### config.mk
export PLATFORM = sky130hd
export DESIGN_NAME = decoder_scoreboard_flat
export DESIGN_NICKNAME = d
export VERILOG_FILES = /design/src/rtl/decoder_scoreboard_if.sv /design/src/rtl/decoder_scoreboard.sv /design/src/flat_wrapper.sv
export SDC_FILE = /design/constraint.sdc
export NUM_CORES = 1
export LEC_CHECK = 0
export CORE_ASPECT_RATIO = 0.8
export CORE_MARGIN = 4
export CORE_UTILIZATION = 60
export DETAILED_ROUTE_END_ITERATION = 10
export DONT_BUFFER_PORTS = 1
export PLACE_DENSITY = 0.86
export SKIP_LAST_GASP = 1
export SYNTH_ARGS = -nofsm -noshare
export SYNTH_HDL_FRONTEND = slang
export SYNTH_SLANG_ARGS = --single-unit
export TNS_END_PERCENT = 30
### constraint.sdc
create_clock -name clk -period 3.8 [get_ports clk]
set_input_delay 0.95 -clock clk [delete_from_list [all_inputs] [get_ports clk]]
set_output_delay 0.95 -clock clk [all_outputs]
set_load 0.1 [all_outputs]
### src/rtl/decoder_scoreboard_if.sv
// Issue / writeback / source-read bundle between the pipeline and the scoreboard.
// Latency: none, wires only.
// Backpressure: issue_stall is the only backpressure signal; it goes from slave to master.
interface decoder_scoreboard_if #(
  parameter int ADDR_W = 5
);
  localparam int NREG = 1 << ADDR_W;

  // issue stage
  logic              issue_en;
  logic [ADDR_W-1:0] issue_addr;
  logic              issue_stall;

  // writeback stage
  logic              wb_en;
  logic [ADDR_W-1:0] wb_addr;
  logic [NREG-1:0]   wr_onehot;
  logic              spurious_wb;

  // source operand hazard lookup
  logic [ADDR_W-1:0] rd_addr_a;
  logic [ADDR_W-1:0] rd_addr_b;
  logic              hazard_a;
  logic              hazard_b;

  // scoreboard state
  logic [NREG-1:0]   busy;

  // pipeline side: drives requests and reads status
  modport master (
    output issue_en, issue_addr, wb_en, wb_addr, rd_addr_a, rd_addr_b,
    input  issue_stall, wr_onehot, spurious_wb, hazard_a, hazard_b, busy
  );

  // scoreboard side
  modport slave (
    input  issue_en, issue_addr, wb_en, wb_addr, rd_addr_a, rd_addr_b,
    output issue_stall, wr_onehot, spurious_wb, hazard_a, hazard_b, busy
  );
endinterface

### src/rtl/decoder_scoreboard.sv
// Write-address decoder plus pending-write scoreboard for the register file.
// Latency: issue_stall/hazard_x combinational; busy, wr_onehot, spurious_wb 1 cycle.
// Backpressure: issue_stall refuses an issue to a busy register unless it is written back this cycle.
module decoder_scoreboard #(
  parameter int ADDR_W   = 5,
  parameter bit HAS_ZERO = 1'b1,
  parameter int ZERO_IDX = 31
) (
  input  logic               clk,
  input  logic               reset_n,
  decoder_scoreboard_if.slave bus
);

  localparam int NREG = 1 << ADDR_W;
  localparam logic [ADDR_W-1:0] ZERO_ADDR = ADDR_W'(ZERO_IDX);

  // Bits that may ever be set: everything except the hardwired zero register.
  localparam logic [NREG-1:0] WRITABLE_MASK =
    HAS_ZERO ? ~(NREG'(1) << ZERO_ADDR) : {NREG{1'b1}};

  // True when an address names the hardwired zero register.
  function automatic logic is_zero(input logic [ADDR_W-1:0] a);
    return HAS_ZERO && (a == ZERO_ADDR);
  endfunction

  // One-hot decode with the zero register masked to an all-zero vector.
  function automatic logic [NREG-1:0] dec(input logic [ADDR_W-1:0] a);
    logic [NREG-1:0] v;
    v    = '0;
    v[a] = 1'b1;
    return v & WRITABLE_MASK;
  endfunction

  logic [NREG-1:0] busy_q;
  logic [NREG-1:0] wr_onehot_q;
  logic            spurious_q;

  logic [NREG-1:0] clr;
  logic [NREG-1:0] set;
  logic [NREG-1:0] busy_next;
  logic            wb_hits_issue;
  logic            wb_hits_a;
  logic            wb_hits_b;
  logic            stall;
  logic            spurious_next;

  // Same-cycle writeback address matches; a register written this cycle is
  // forwarded through the regfile, so it neither stalls nor hazards.
  always_comb begin
    wb_hits_issue = bus.wb_en && (bus.wb_addr == bus.issue_addr);
    wb_hits_a     = bus.wb_en && (bus.wb_addr == bus.rd_addr_a);
    wb_hits_b     = bus.wb_en && (bus.wb_addr == bus.rd_addr_b);
  end

  // Set/clear vectors and next scoreboard state; set wins over clear so a
  // same-cycle writeback + reissue of one register keeps it busy.
  always_comb begin
    clr           = bus.wb_en ? dec(bus.wb_addr) : '0;
    stall         = bus.issue_en && busy_q[bus.issue_addr] && !wb_hits_issue;
    set           = (bus.issue_en && !stall) ? dec(bus.issue_addr) : '0;
    busy_next     = ((busy_q & ~clr) | set) & WRITABLE_MASK;
    spurious_next = bus.wb_en && !busy_q[bus.wb_addr] && !is_zero(bus.wb_addr);
  end

  // Scoreboard, write-enable and spurious-writeback registers.
  always_ff @(posedge clk) begin
    if (!reset_n) begin
      busy_q      <= '0;
      wr_onehot_q <= '0;
      spurious_q  <= 1'b0;
    end else begin
      busy_q      <= busy_next;
      wr_onehot_q <= clr;
      spurious_q  <= spurious_next;
    end
  end

  assign bus.issue_stall = stall;
  assign bus.hazard_a    = busy_q[bus.rd_addr_a] && !wb_hits_a;
  assign bus.hazard_b    = busy_q[bus.rd_addr_b] && !wb_hits_b;
  assign bus.busy        = busy_q;
  assign bus.wr_onehot   = wr_onehot_q;
  assign bus.spurious_wb = spurious_q;

endmodule

### src/flat_wrapper.sv
// flat-port wrapper written by rule: the top's interface ports become plain ports
module decoder_scoreboard_flat 
#(
  parameter int ADDR_W   = 5,
  parameter bit HAS_ZERO = 1'b1,
  parameter int ZERO_IDX = 31
)
  (clk, reset_n, bus_issue_en, bus_issue_addr, bus_wb_en, bus_wb_addr, bus_rd_addr_a, bus_rd_addr_b, bus_issue_stall, bus_wr_onehot, bus_spurious_wb, bus_hazard_a, bus_hazard_b, bus_busy);
  decoder_scoreboard_if #(.ADDR_W(ADDR_W)) bus_i ();
  input  logic clk;
  input  logic reset_n;
  input wire logic [$bits(bus_i.issue_en)-1:0] bus_issue_en;
  input wire logic [$bits(bus_i.issue_addr)-1:0] bus_issue_addr;
  input wire logic [$bits(bus_i.wb_en)-1:0] bus_wb_en;
  input wire logic [$bits(bus_i.wb_addr)-1:0] bus_wb_addr;
  input wire logic [$bits(bus_i.rd_addr_a)-1:0] bus_rd_addr_a;
  input wire logic [$bits(bus_i.rd_addr_b)-1:0] bus_rd_addr_b;
  output wire logic [$bits(bus_i.issue_stall)-1:0] bus_issue_stall;
  output wire logic [$bits(bus_i.wr_onehot)-1:0] bus_wr_onehot;
  output wire logic [$bits(bus_i.spurious_wb)-1:0] bus_spurious_wb;
  output wire logic [$bits(bus_i.hazard_a)-1:0] bus_hazard_a;
  output wire logic [$bits(bus_i.hazard_b)-1:0] bus_hazard_b;
  output wire logic [$bits(bus_i.busy)-1:0] bus_busy;
  assign bus_i.issue_en = bus_issue_en;
  assign bus_i.issue_addr = bus_issue_addr;
  assign bus_i.wb_en = bus_wb_en;
  assign bus_i.wb_addr = bus_wb_addr;
  assign bus_i.rd_addr_a = bus_rd_addr_a;
  assign bus_i.rd_addr_b = bus_rd_addr_b;
  assign bus_issue_stall = bus_i.issue_stall;
  assign bus_wr_onehot = bus_i.wr_onehot;
  assign bus_spurious_wb = bus_i.spurious_wb;
  assign bus_hazard_a = bus_i.hazard_a;
  assign bus_hazard_b = bus_i.hazard_b;
  assign bus_busy = bus_i.busy;
  decoder_scoreboard #(.ADDR_W(ADDR_W), .HAS_ZERO(HAS_ZERO), .ZERO_IDX(ZERO_IDX)) u_core (.clk(clk), .reset_n(reset_n), .bus(bus_i));
endmodule
After elaboration in Yosys (flattened, before gate mapping)
Cells that the tools add are included.
{"block": "classes", "n_eq_ne": 4, "mul": 0, "n_div": 0, "shifts": 0, "add_sub_neg": 0, "order_cmp": 6, "n_reduce_logical": 18, "mux": 14, "bitwise": 3}
{"cell": "31-bit two-way mux", "n": 2}
{"cell": "31-bit bitwise AND", "n": 1}
{"cell": "31-bit NOT", "n": 1}
{"cell": "31-bit bitwise OR", "n": 1}
{"cell": "5-bit by 6-bit < comparator with 1-bit output (second input constant)", "n": 4}
{"cell": "1-bit binary-select mux with 5-bit select", "n": 4}
{"cell": "5-bit == test", "n": 3}
{"cell": "1-bit logical AND", "n": 12}
{"cell": "1-bit demux with 5-bit select", "n": 2}
{"cell": "5-bit by 1-bit greater-or-equal comparator with 1-bit output (second input constant)", "n": 2}
{"cell": "1-bit zero test", "n": 6}
{"cell": "1-bit two-way mux", "n": 6}
{"cell": "5-bit == test (second input constant)", "n": 1}
{"block": "totals", "input_bits": 24, "elab_cells": 48, "ramBits": 0, "romBits": 0, "memories": 0, "out_inout_bits": 68, "register_bits": 64, "latch_bits": 0}

Depth between registers and ports, before layout
Gate-level depths: netlist (run 1).
{"block": "depth", "depth_word": 8, "depth_mapped": 8, "ltp_nobuf": 5}

Least setup slack after synthesis (run 1)
Ideal clock, no wire load.
{"block": "synth_timing", "path_type": "input port to output port", "start": "in bus_rd_addr_a[1]", "end": "out bus_hazard_a", "cell_stages": 6, "arrival_time_ps": 3404, "setup_slack_ps": -554, "t_required_ps": 2850, "path_buffers": 1, "cell_sequence": "clkbuf_1 mux2i_1 o22ai_1 mux4_2 mux2i_1 a31oi_1"}
{"block": "synth_between", "elab_chain_cells": 4, "word_cells_on_any_way": 6, "classes_between": "1 x eq/ne; 2 x mux; 3 x reduce/logical"}
{"item": "from (decl)", "line_no": "flat_wrapper.sv:16", "rtl": "input wire logic [$bits(bus_i.rd_addr_a)-1:0] bus_rd_addr_a;"}
{"item": "parallel branches: the longest is 3 deep, another holds 1-bit binary-select mux with 5-bit select"}
{"item": "1-bit logical AND *", "line_no": "decoder_scoreboard.sv:79", "rtl": "assign bus.hazard_a = busy_q[bus.rd_addr_a] && !wb_hits_a;"}
{"item": "to (decl)", "line_no": "flat_wrapper.sv:21", "rtl": "output wire logic [$bits(bus_i.hazard_a)-1:0] bus_hazard_a;"}
Every way passes the cells marked *. The select of a mux whose other input is x is not followed.

Final worst setup path (run 1)
{"block": "layout_timing", "start": "in bus_rd_addr_b[0]", "end": "out bus_hazard_b"}
{"block": "layout_between", "elab_chain_cells": 4, "word_cells_on_any_way": 6, "classes_between": "1 x eq/ne; 2 x mux; 3 x reduce/logical"}
{"item": "from (decl)", "line_no": "flat_wrapper.sv:17", "rtl": "input wire logic [$bits(bus_i.rd_addr_b)-1:0] bus_rd_addr_b;"}
{"item": "parallel branches: the longest is 3 deep, another holds 1-bit binary-select mux with 5-bit select"}
{"item": "1-bit logical AND *", "line_no": "decoder_scoreboard.sv:80", "rtl": "assign bus.hazard_b = busy_q[bus.rd_addr_b] && !wb_hits_b;"}
{"item": "to (decl)", "line_no": "flat_wrapper.sv:22", "rtl": "output wire logic [$bits(bus_i.hazard_b)-1:0] bus_hazard_b;"}
Marks and branches as above.

==> results of run 1 <==
[Yosys cell counts, types with 3 or more instances]
master | count | area (um2)
a41oi_1 | 5 | 43.8
nand2_1 | 34 | 128
or3b_1 | 5 | 43.8
o31ai_2 | 7 | 87.6
nand3_1 | 19 | 95.1
a31oi_1 | 3 | 18.8
xnor2_1 | 3 | 26.3
mux4_2 | 26 | 586
nand4_1 | 11 | 68.8
nor3_1 | 3 | 15.0
inv_1 | 9 | 33.8
xor2_1 | 12 | 105
buf_1 | 5 | 18.8
o221ai_1 | 4 | 35.0
nor4_1 | 8 | 50.1
o211ai_1 | 33 | 248
a32oi_1 | 6 | 52.6
mux2i_1 | 17 | 170
dfxtp_1 | 63 | 1260
and3_1 | 3 | 18.8
clkbuf_1 | 21 | 78.8
buf_4 | 3 | 22.5
buf_2 | 9 | 45.0
buf_6 | 4 | 45.0
nor3b_1 | 3 | 22.5
nor2_1 | 42 | 158
a21oi_1 | 5 | 25.0
nand3b_1 | 10 | 75.1
[power by group through the flow]
stage          combinational [W]  sequential (W)  clock [W]
6_report                0.000161        0.000693   0.000503
5_1_grt                 0.000168        0.000693   0.000534
4_1_cts                 0.000157        0.000692   0.000497
3_5_place_dp            0.000157        0.000707          0
3_3_place_gp            0.000154        0.000707          0
2_1_floorplan           0.000146        0.000727          0
[registers in the layout, indices dropped and copies added (netlist names)]
signal                  flops
u_core.bus.busy            31
u_core.bus.wr_onehot       31
u_core.bus.spurious_wb      1
[per-stage QoR]
stage / setup WS [ns] / setup TNS, ns / total power [W]
after floorplan: -0.554 / -0.554 / 0.000873
after global placement: 0.505 / 0 / 0.000861
after detailed placement: 0.433 / 0 / 0.000864
after CTS: 0.424 / 0 / 0.00135
after global routing: 0.406 / 0 / 0.00139
final: 0.429 / 0 / 0.00136
[final cells by class]
type / instances / area, um2
Inverter: 9 / 33.8
Sequential cell: 63 / 1260
Clock buffer: 10 / 128
Clock inverter: 6 / 37.5
Timing Repair Buffer: 42 / 328
Multi-Input combinational cell: 291 / 2360
Tap cell: 81 / 101
Fill cell: 473 / 1820
[metal layers]
layer	up-vias	part of all wire [%]	GRT usage, %
li1	1552	-	-
met1	1775	35	41.4
met2	338	45	52.9
met3	79	15	15.5
met4	2	5.0	17.3
met5	-	0.15	0
[cell families after synthesis]
kind of cell	Yosys count	synth area share [%]
AO/OA/AOI/OAI	78	16.4
other	1	0.0974
buffers and inverters	51	6.34
flip-flops	63	32.8
XOR/XNOR	15	3.41
AND/OR/NAND/NOR	151	20.7
multiplexers	45	20.2
[worst min-delay path, stage by stage, from the launching register on]
cell	delay (ns)
dfxtp_1	0.35
o211ai_1	0.10
o21ai_1	0.07
[worst min-delay path by stage]
stage	endpoint	depth (start not counted)	slack (ns)	startpoint
2_1_floorplan	u_core.bus.busy[28]	2	0.94	u_core.bus.busy[28]
3_3_place_gp	u_core.bus.busy[30]	2	0.52	u_core.bus.busy[30]
3_5_place_dp	u_core.bus.busy[30]	2	0.54	u_core.bus.busy[30]
4_1_cts	u_core.bus.busy[30]	2	0.55	u_core.bus.busy[30]
5_1_grt	u_core.bus.busy[30]	2	0.59	u_core.bus.busy[30]
6_report	u_core.bus.busy[30]	2	0.56	u_core.bus.busy[30]
==> flow_summary.ini, run 1 <==
[run_status]
status = completed

[yosys]
synth_warnings = 0
ys_async_sr_fraction_pct = 0
ys_types = 49
synthCells = 404
syn_avg_cell_area_um2 = 9.53
netlist_area_um2 = 3850
synth-main-ff-cell = dfxtp_1
synth_edf_count = 0
ys_seq_area_share_pct = 32.8
synth_seq_cells = 63

[clock_network]
clock-sinks = 63
cts_tree = done
cts_root_buf = clkbuf_8
cts_hold_buffers = 0
htree_levels = 3
cts_buffer_depth = 2
cts.repair.resized = 0
cts_buffers = 9
clkTransAtPathRegs_ns = 0.08
cts_setup_buffers = 0
clk_latency_ns = 0.35

[setup_path]
r2r_end = u_core.bus.spurious_wb
arrival_ns = 2.42
cp.depth = 5
critical_path.top_delay_family = multiplexers
r2r_start = u_core.bus.busy[1]
crit_slowest_cell = mux4_2
critPathLaunchType = input port
setup.worst_path.start = bus_rd_addr_b[0]
cp.required_ns = 2.85
crit_top_cell = mux4_2
path_buf_inv = 1
crit_fanout = 10
r2r_cells = 5
end_kind = primary output
cpPeakStageDelay_ns = 0.48
worstSetupEndpoint = bus_hazard_b
rrSetupSlack_ns = 1.74
criticalPathCategory = input port to primary output
worstPathCellList = mux4_2 > mux4_2 > mux2i_1 > a31oi_2 > buf_4

[flow_run]
cap_violations = 0

[layout]
final_cell_mix = dfxtp_1, nor2_1, buf_4
design_area_um2 = 4250
fin_cells = 502
area_growth_pct = 10.4
final_common_cell = dfxtp_1
fin_nets = 440
diodes = 0
drive_above_1_share_pct = 23.8
final_util_pct = 70.0

[place]
dp_hpwl_um = 9390
port_buffers = 0
place.gp.congestion = 0.952
placedCellCount = 486
place_area_um2 = 4090

[drt]
firstDrtPassIters = 6
via_per_inst = 7.46
drc_errors = 0
wl_per_cell_um = 26.6
routed_wl_um = 13400
vias = 3746
postRouteAntennaNets = 0
drtIter0Drc = 588

[floorplan]
num_rows = 25
start_util_pct = 63.4
core-area_um2 = 6070
dieArea_um2 = 7770
die_h_um = 79.6
pin_count = 92
die_x_um = 97.6

[global_route]
grt_max_degree = 41
grt_pass1_wl_um = 20400
antenna_found_initial = 1
track_usage_pct = 34.5
grt_pass1_vias = 3756
overflow = 0

[sta]
finClkSkew_ns = 0.0126
hold_viol_final = 0
max_freq_mhz = 297
setup_viol = 0
slew_headroom_pct = 35.5
rsz0062_at_grt = no
tightestPinTransition_ns = 0.966
period_needed_ns = 3.37
timing.hold.ws_ns = 0.564
finalCritPeriodShare_pct = 88.7
drv_slew = 0

[power_and_ir_drop]
combinationalPowerShare_pct = 11.8
p_int_w = 0.000958
p_sw_w = 0.000399
swShare_pct = 29.4
total_leakage_power_nw = 1.64
clkPwrFrac_pct = 37.1
ir_drop_uv = 247
seq_power_share_pct = 51.1
power.density_nw_per_um2 = 319

[min_path]
hp-class = flop to flop
No activity file was read; power rests on OpenSTA's default activity.
==> run 2, diff against run 1 <==
--- a/config.mk
+++ b/config.mk
@@ -7,10 +7,11 @@
 export LEC_CHECK = 0
 export CORE_ASPECT_RATIO = 0.8
 export CORE_MARGIN = 4
-export CORE_UTILIZATION = 60
+export CORE_UTILIZATION = 50
+export CTS_BUF_LIST = sky130_fd_sc_hd__clkbuf_8
 export DETAILED_ROUTE_END_ITERATION = 10
 export DONT_BUFFER_PORTS = 1
-export PLACE_DENSITY = 0.86
+export PLACE_DENSITY = 0.75
 export SKIP_LAST_GASP = 1
 export SYNTH_ARGS = -nofsm -noshare
 export SYNTH_HDL_FRONTEND = slang
==> constraint.sdc (replaced) <==
create_clock -name clk -period 3.8 [get_ports clk]
set_input_delay 0.76 -clock clk [delete_from_list [all_inputs] [get_ports clk]]
set_output_delay 0.76 -clock clk [all_outputs]
set_load 0.1 [all_outputs]
==> run 2 against run 1 <==
  * Register-to-register slack got worse by 0.09 ns
  * Global-route usage decreased by 7.4 points
  * Hold slack got worse by 0.030 ns
  * Critical path type unchanged
  * Critical endpoint is now bus_issue_stall
==> flow_summary.ini, run 2 (synthesized netlist as in run 1, its figures left out) <==
[sta]
setup_viol = 0
hold_viol_final = 0
drv_slew = 0
slew_headroom_pct = 35.9
timing.hold.ws_ns = 0.535
finalCritPeriodShare_pct = 87.8
layout_setup_ws_ns = 0.462
max_freq_mhz = 300
period_needed_ns = 3.34
tightestPinTransition_ns = 0.960
finClkSkew_ns = 0.00622
rsz0062_at_grt = no

[layout]
diodes = 0
multi_input_area_um2 = 2360
final_common_cell = dfxtp_1
num-fill-cells = 657
area_growth_pct = 11.4
drive_above_1_share_pct = 23.4
fin_nets = 437
final_cell_mix = dfxtp_1, nor2_1, buf_4
seq_area_um2 = 1260

[clock_network]
cts_root_buf = clkbuf_8
cts.repair.resized = 0
cts_buffer_depth = 2
cts_hold_buffers = 0
cts_setup_buffers = 0
cts_buffers = 9
cts_tree = done
clk_latency_ns = 0.33
htree_levels = 3
clkTransAtPathRegs_ns = 0.07
clock-sinks = 63

[power_and_ir_drop]
swShare_pct = 27.5
clkPwrFrac_pct = 41.0
power.density_nw_per_um2 = 336
ir_drop_uv = 271
p_sw_w = 0.000396
total_leakage_power_nw = 1.63
p_int_w = 0.00104
finalPower_w = 0.00144
combinationalPowerShare_pct = 11.0
seq_power_share_pct = 48.0

[floorplan]
core-area_um2 = 7430
die_h_um = 86.5
start_util_pct = 51.8
pin_count = 92
die_x_um = 106
num_rows = 28
dieArea_um2 = 9180

[drt]
wl_met2_um = 5450
firstDrtPassIters = 7
drc_errors = 0
highest_layer = met4
wl_per_cell_um = 23.9
postRouteAntennaNets = 0
vias = 3590
routed_wl_um = 12500
via_per_inst = 6.86
met1_length_um = 4800
drtIter0Drc = 669
wl_met3_um = 1820

[global_route]
grt_max_degree = 41
overflow = 0
grt_pass1_vias = 3374
grt_pass1_wl_um = 19200
track_usage_pct = 27.1
antenna_found_initial = 0

[setup_path]
criticalPathCategory = input port to primary output
cpPeakStageDelay_ns = 0.49
crit_slowest_cell = nor4_4
cp.required_ns = 3.04
worstPathCellList = mux2_2 > and3_4 > nor4_4 > nand3_4 > o211a_1 > buf_4
crit_fanout = 40
critPathLaunchType = input port
arrival_ns = 2.58
end_kind = primary output

[flow_run]
cap_violations = 0

[run_status]
status = completed

[place]
port_buffers = 0
dp_hpwl_um = 9130
dp_slack_ns = 0.490
place.gp.congestion = 0.984

[min_path]
hp-class = flop to flop
## run 2: cell count changes in the layout (fill, tap and decap cells not counted), sizes merged
cell	previous run	this run
bufinv	0	1
buf	42	39
clkinv	6	2
clkinvlp	0	3
## run 2: layer usage
layer	up-vias	track usage [%]
li1	1540	-
met3	53	8.12
met5	-	0
met1	1700	38.0
met2	297	39.6
met4	0	10.2
## run 2: stage by stage
stage / instances / setup TNS [ns] / cell area [um2] / util, %
2_1_floorplan: 405 / -0.174 / 3860 / -
3_3_place_gp: 507 / 0 / 4080 / 54.9
3_5_place_dp: 507 / 0 / 4080 / 54.9
4_1_cts: 523 / 0 / 4290 / 57.7
5_1_grt: 523 / 0 / 4290 / 57.7
6_report: 523 / 0 / 4290 / 57.7
## run 2: power groups by stage
stage	clock (W)	combinational [W]	sequential [W]
6_report	0.000591	0.000158	0.000691
5_1_grt	0.000635	0.000166	0.000691
4_1_cts	0.000596	0.000155	0.000691
3_5_place_dp	0	0.000155	0.000706
3_3_place_gp	0	0.000152	0.000706
2_1_floorplan	0	0.000146	0.000727
## run 2: worst paths after layout
path	startpoint	to	slack (ns)	cells after the start
hold / removal	u_core.bus.busy[7]	u_core.bus.busy[7]	0.53	2
setup reg to reg	u_core.bus.busy[4]	u_core.bus.busy[20]	1.65	6
hold reg to reg	u_core.bus.busy[7]	u_core.bus.busy[7]	0.53	2
setup / recovery	bus_issue_addr[1]	bus_issue_stall	0.46	6
## run 2: worst max-delay path: cells and delay by family
kind	cells	cell delay, ns
buffers and inverters	1	0.23
AOI/OAI and AO/OA	1	0.30
and+or+nand+nor	3	0.98
muxes	1	0.30
## run 2: area by class of cell
| cell class | instances | area share, % |
|---|---|---|
| Tap cell | 105 | 3.06 |
| Multi-Input combinational cell | 291 | 55.1 |
| Inverter | 9 | 0.788 |
| Clock buffer | 10 | 3.21 |
| Timing Repair Buffer | 39 | 6.83 |
| Clock inverter | 6 | 1.63 |
| Sequential cell | 63 | 29.4 |
==> run 3, diff against run 2 <==
==> constraint.sdc (replaced) <==
create_clock -name clk -period 4.1 [get_ports clk]
set_input_delay 0.82 -clock clk [delete_from_list [all_inputs] [get_ports clk]]
set_output_delay 0.82 -clock clk [all_outputs]
set_load 0.1 [all_outputs]
==> run 3 against run 2 <==
  * Power down 8.1%
  * Register-to-register slack better by 0.39 ns
  * Clock skew about the same
  * Hold slack worse by 0.015 ns
  * Via count down 0.11%
  * Wire length up 5.4%
  * Cell count unchanged
  * Clock power down 9.3%
  * Utilization down 0.13 points
  * Critical path type is now flop to primary output
  * Critical endpoint unchanged
  * Highest routed layer unchanged
==> flow_summary.ini, run 3 (synthesized netlist as in run 1, its figures left out) <==
[setup_path]
critical_path.top_delay_family = compound AO/OA/AOI/OAI gates
crit_top_cell = buf_4
cp.depth = 6
cpPeakStageDelay_ns = 0.43
arrival_ns = 2.45
end_kind = primary output
crit_fanout = 13
worstPathCellList = buf_4 > mux2_2 > a31oi_2 > nand3_4 > o211a_1 > buf_4
critPathLaunchType = flop
cp.required_ns = 3.28
r2r_end = u_core.bus.busy[20]
rrSetupSlack_ns = 2.04
crit_slowest_cell = a31oi_2
r2r_cells = 5
path_buf_inv = 2
criticalPathCategory = flop to primary output
r2r_start = u_core.bus.busy[11]

[global_route]
track_usage_pct = 29.0
grt_pass1_wl_um = 20000
grt_pass1_vias = 3298
antenna_found_initial = 0
overflow = 0
grt_max_degree = 41

[min_path]
holdPathEnd = u_core.bus.busy[5]
min-delay-start = u_core.bus.busy[5]
worstHoldPathCells = 2
hp-class = flop to flop

[place]
dp_hpwl_um = 9510
port_buffers = 0
place.gp.congestion = 0.928
place_area_um2 = 4080
dp_slack_ns = 0.864
placedCellCount = 507

[floorplan]
dieArea_um2 = 9180
num_rows = 28
die_x_um = 106
start_util_pct = 51.8
pin_count = 92
die_h_um = 86.5
core-area_um2 = 7430

[flow_run]
cap_violations = 0

[clock_network]
cts_buffer_depth = 2
cts_hold_buffers = 0
clock-sinks = 63
cts_tree = done
htree_levels = 3
clk_latency_ns = 0.34
cts.repair.resized = 0
cts_buffers = 9
cts_setup_buffers = 0
clkTransAtPathRegs_ns = 0.07
cts_root_buf = clkbuf_8

[drt]
routed_wl_um = 13200
drtIter0Drc = 373
via_per_inst = 6.86
wl_per_cell_um = 25.2
postRouteAntennaNets = 0
vias = 3586
drc_errors = 0
firstDrtPassIters = 5

[sta]
hold_viol_final = 0
max_freq_mhz = 306
tightestPinTransition_ns = 0.970
layout_setup_ws_ns = 0.833
slew_headroom_pct = 35.3
rsz0062_at_grt = no
setup_viol = 0
finalSetupTns_ns = 0
finClkSkew_ns = 0.00655
finalCritPeriodShare_pct = 79.7
drv_slew = 0
period_needed_ns = 3.27

[run_status]
status = completed

[layout]
final_common_cell = dfxtp_1
area_growth_pct = 11.1
fin_cells = 523
drive_above_1_share_pct = 23.4
final_util_pct = 57.6
design_area_um2 = 4280
diodes = 0
fin_nets = 437
final_cell_mix = dfxtp_1, nor2_1, buf_4

[power_and_ir_drop]
power.density_nw_per_um2 = 309
ir_drop_uv = 247
total_leakage_power_nw = 1.63
[run 3: cell types whose count changed in the layout (fill, tap and decap cells not counted)]
cell and delta:
clkinvlp_4 -1, clkinv_2 +3, clkinv_4 -2
[run 3: through the flow]
| step | hold WS, ns | power (W) |
|---|---|---|
| final | 0.520 | 0.00132 |
| after global routing | 0.572 | 0.00136 |
| after CTS | 0.519 | 0.00133 |
| after detailed placement | 0.508 | 0.000798 |
| after global placement | 0.496 | 0.000797 |
| after floorplan | 0.944 | 0.000808 |
[run 3: worst max-delay path by stage]
stage                                   start               to  slack, ns
after floorplan              bus_rd_addr_a[1]     bus_hazard_a      0.006
after global placement      bus_issue_addr[1]  bus_issue_stall       0.88
after detailed placement    bus_issue_addr[1]  bus_issue_stall       0.86
after CTS                 u_core.bus.busy[11]  bus_issue_stall       0.84
after global routing      u_core.bus.busy[11]  bus_issue_stall       0.71
final                     u_core.bus.busy[11]  bus_issue_stall       0.83
[run 3: worst min-delay path: stages, from the launching register on]
cell      delay (ns)
dfxtp_1         0.33
o211ai_1        0.09
nand2_1         0.05
[run 3: layout make-up]
cell class	instances	area, um2
fillers	670	3150
repair buffers	39	293
flip-flops and latches	63	1260
multi-input cells	291	2360
clock buffers	10	138
inverters	9	33.8
clock inverters	6	60.1
well taps	105	131
[run 3: routing by layer]
metal  vias to the layer above  GRT usage, %  share of wire, %
met5                         -             0                 0
met4                         0          9.41               2.2
met3                        29          10.2                13
met2                       263          44.2                45
met1                      1746          38.8                39
li1                       1548             -                 -
[run 3: where the power goes]
group          switching, W  internal [W]  total (W)
clock network      0.000243      0.000294   0.000536
registers         0.0000229      0.000617   0.000640
logic             0.0000962     0.0000507   0.000147
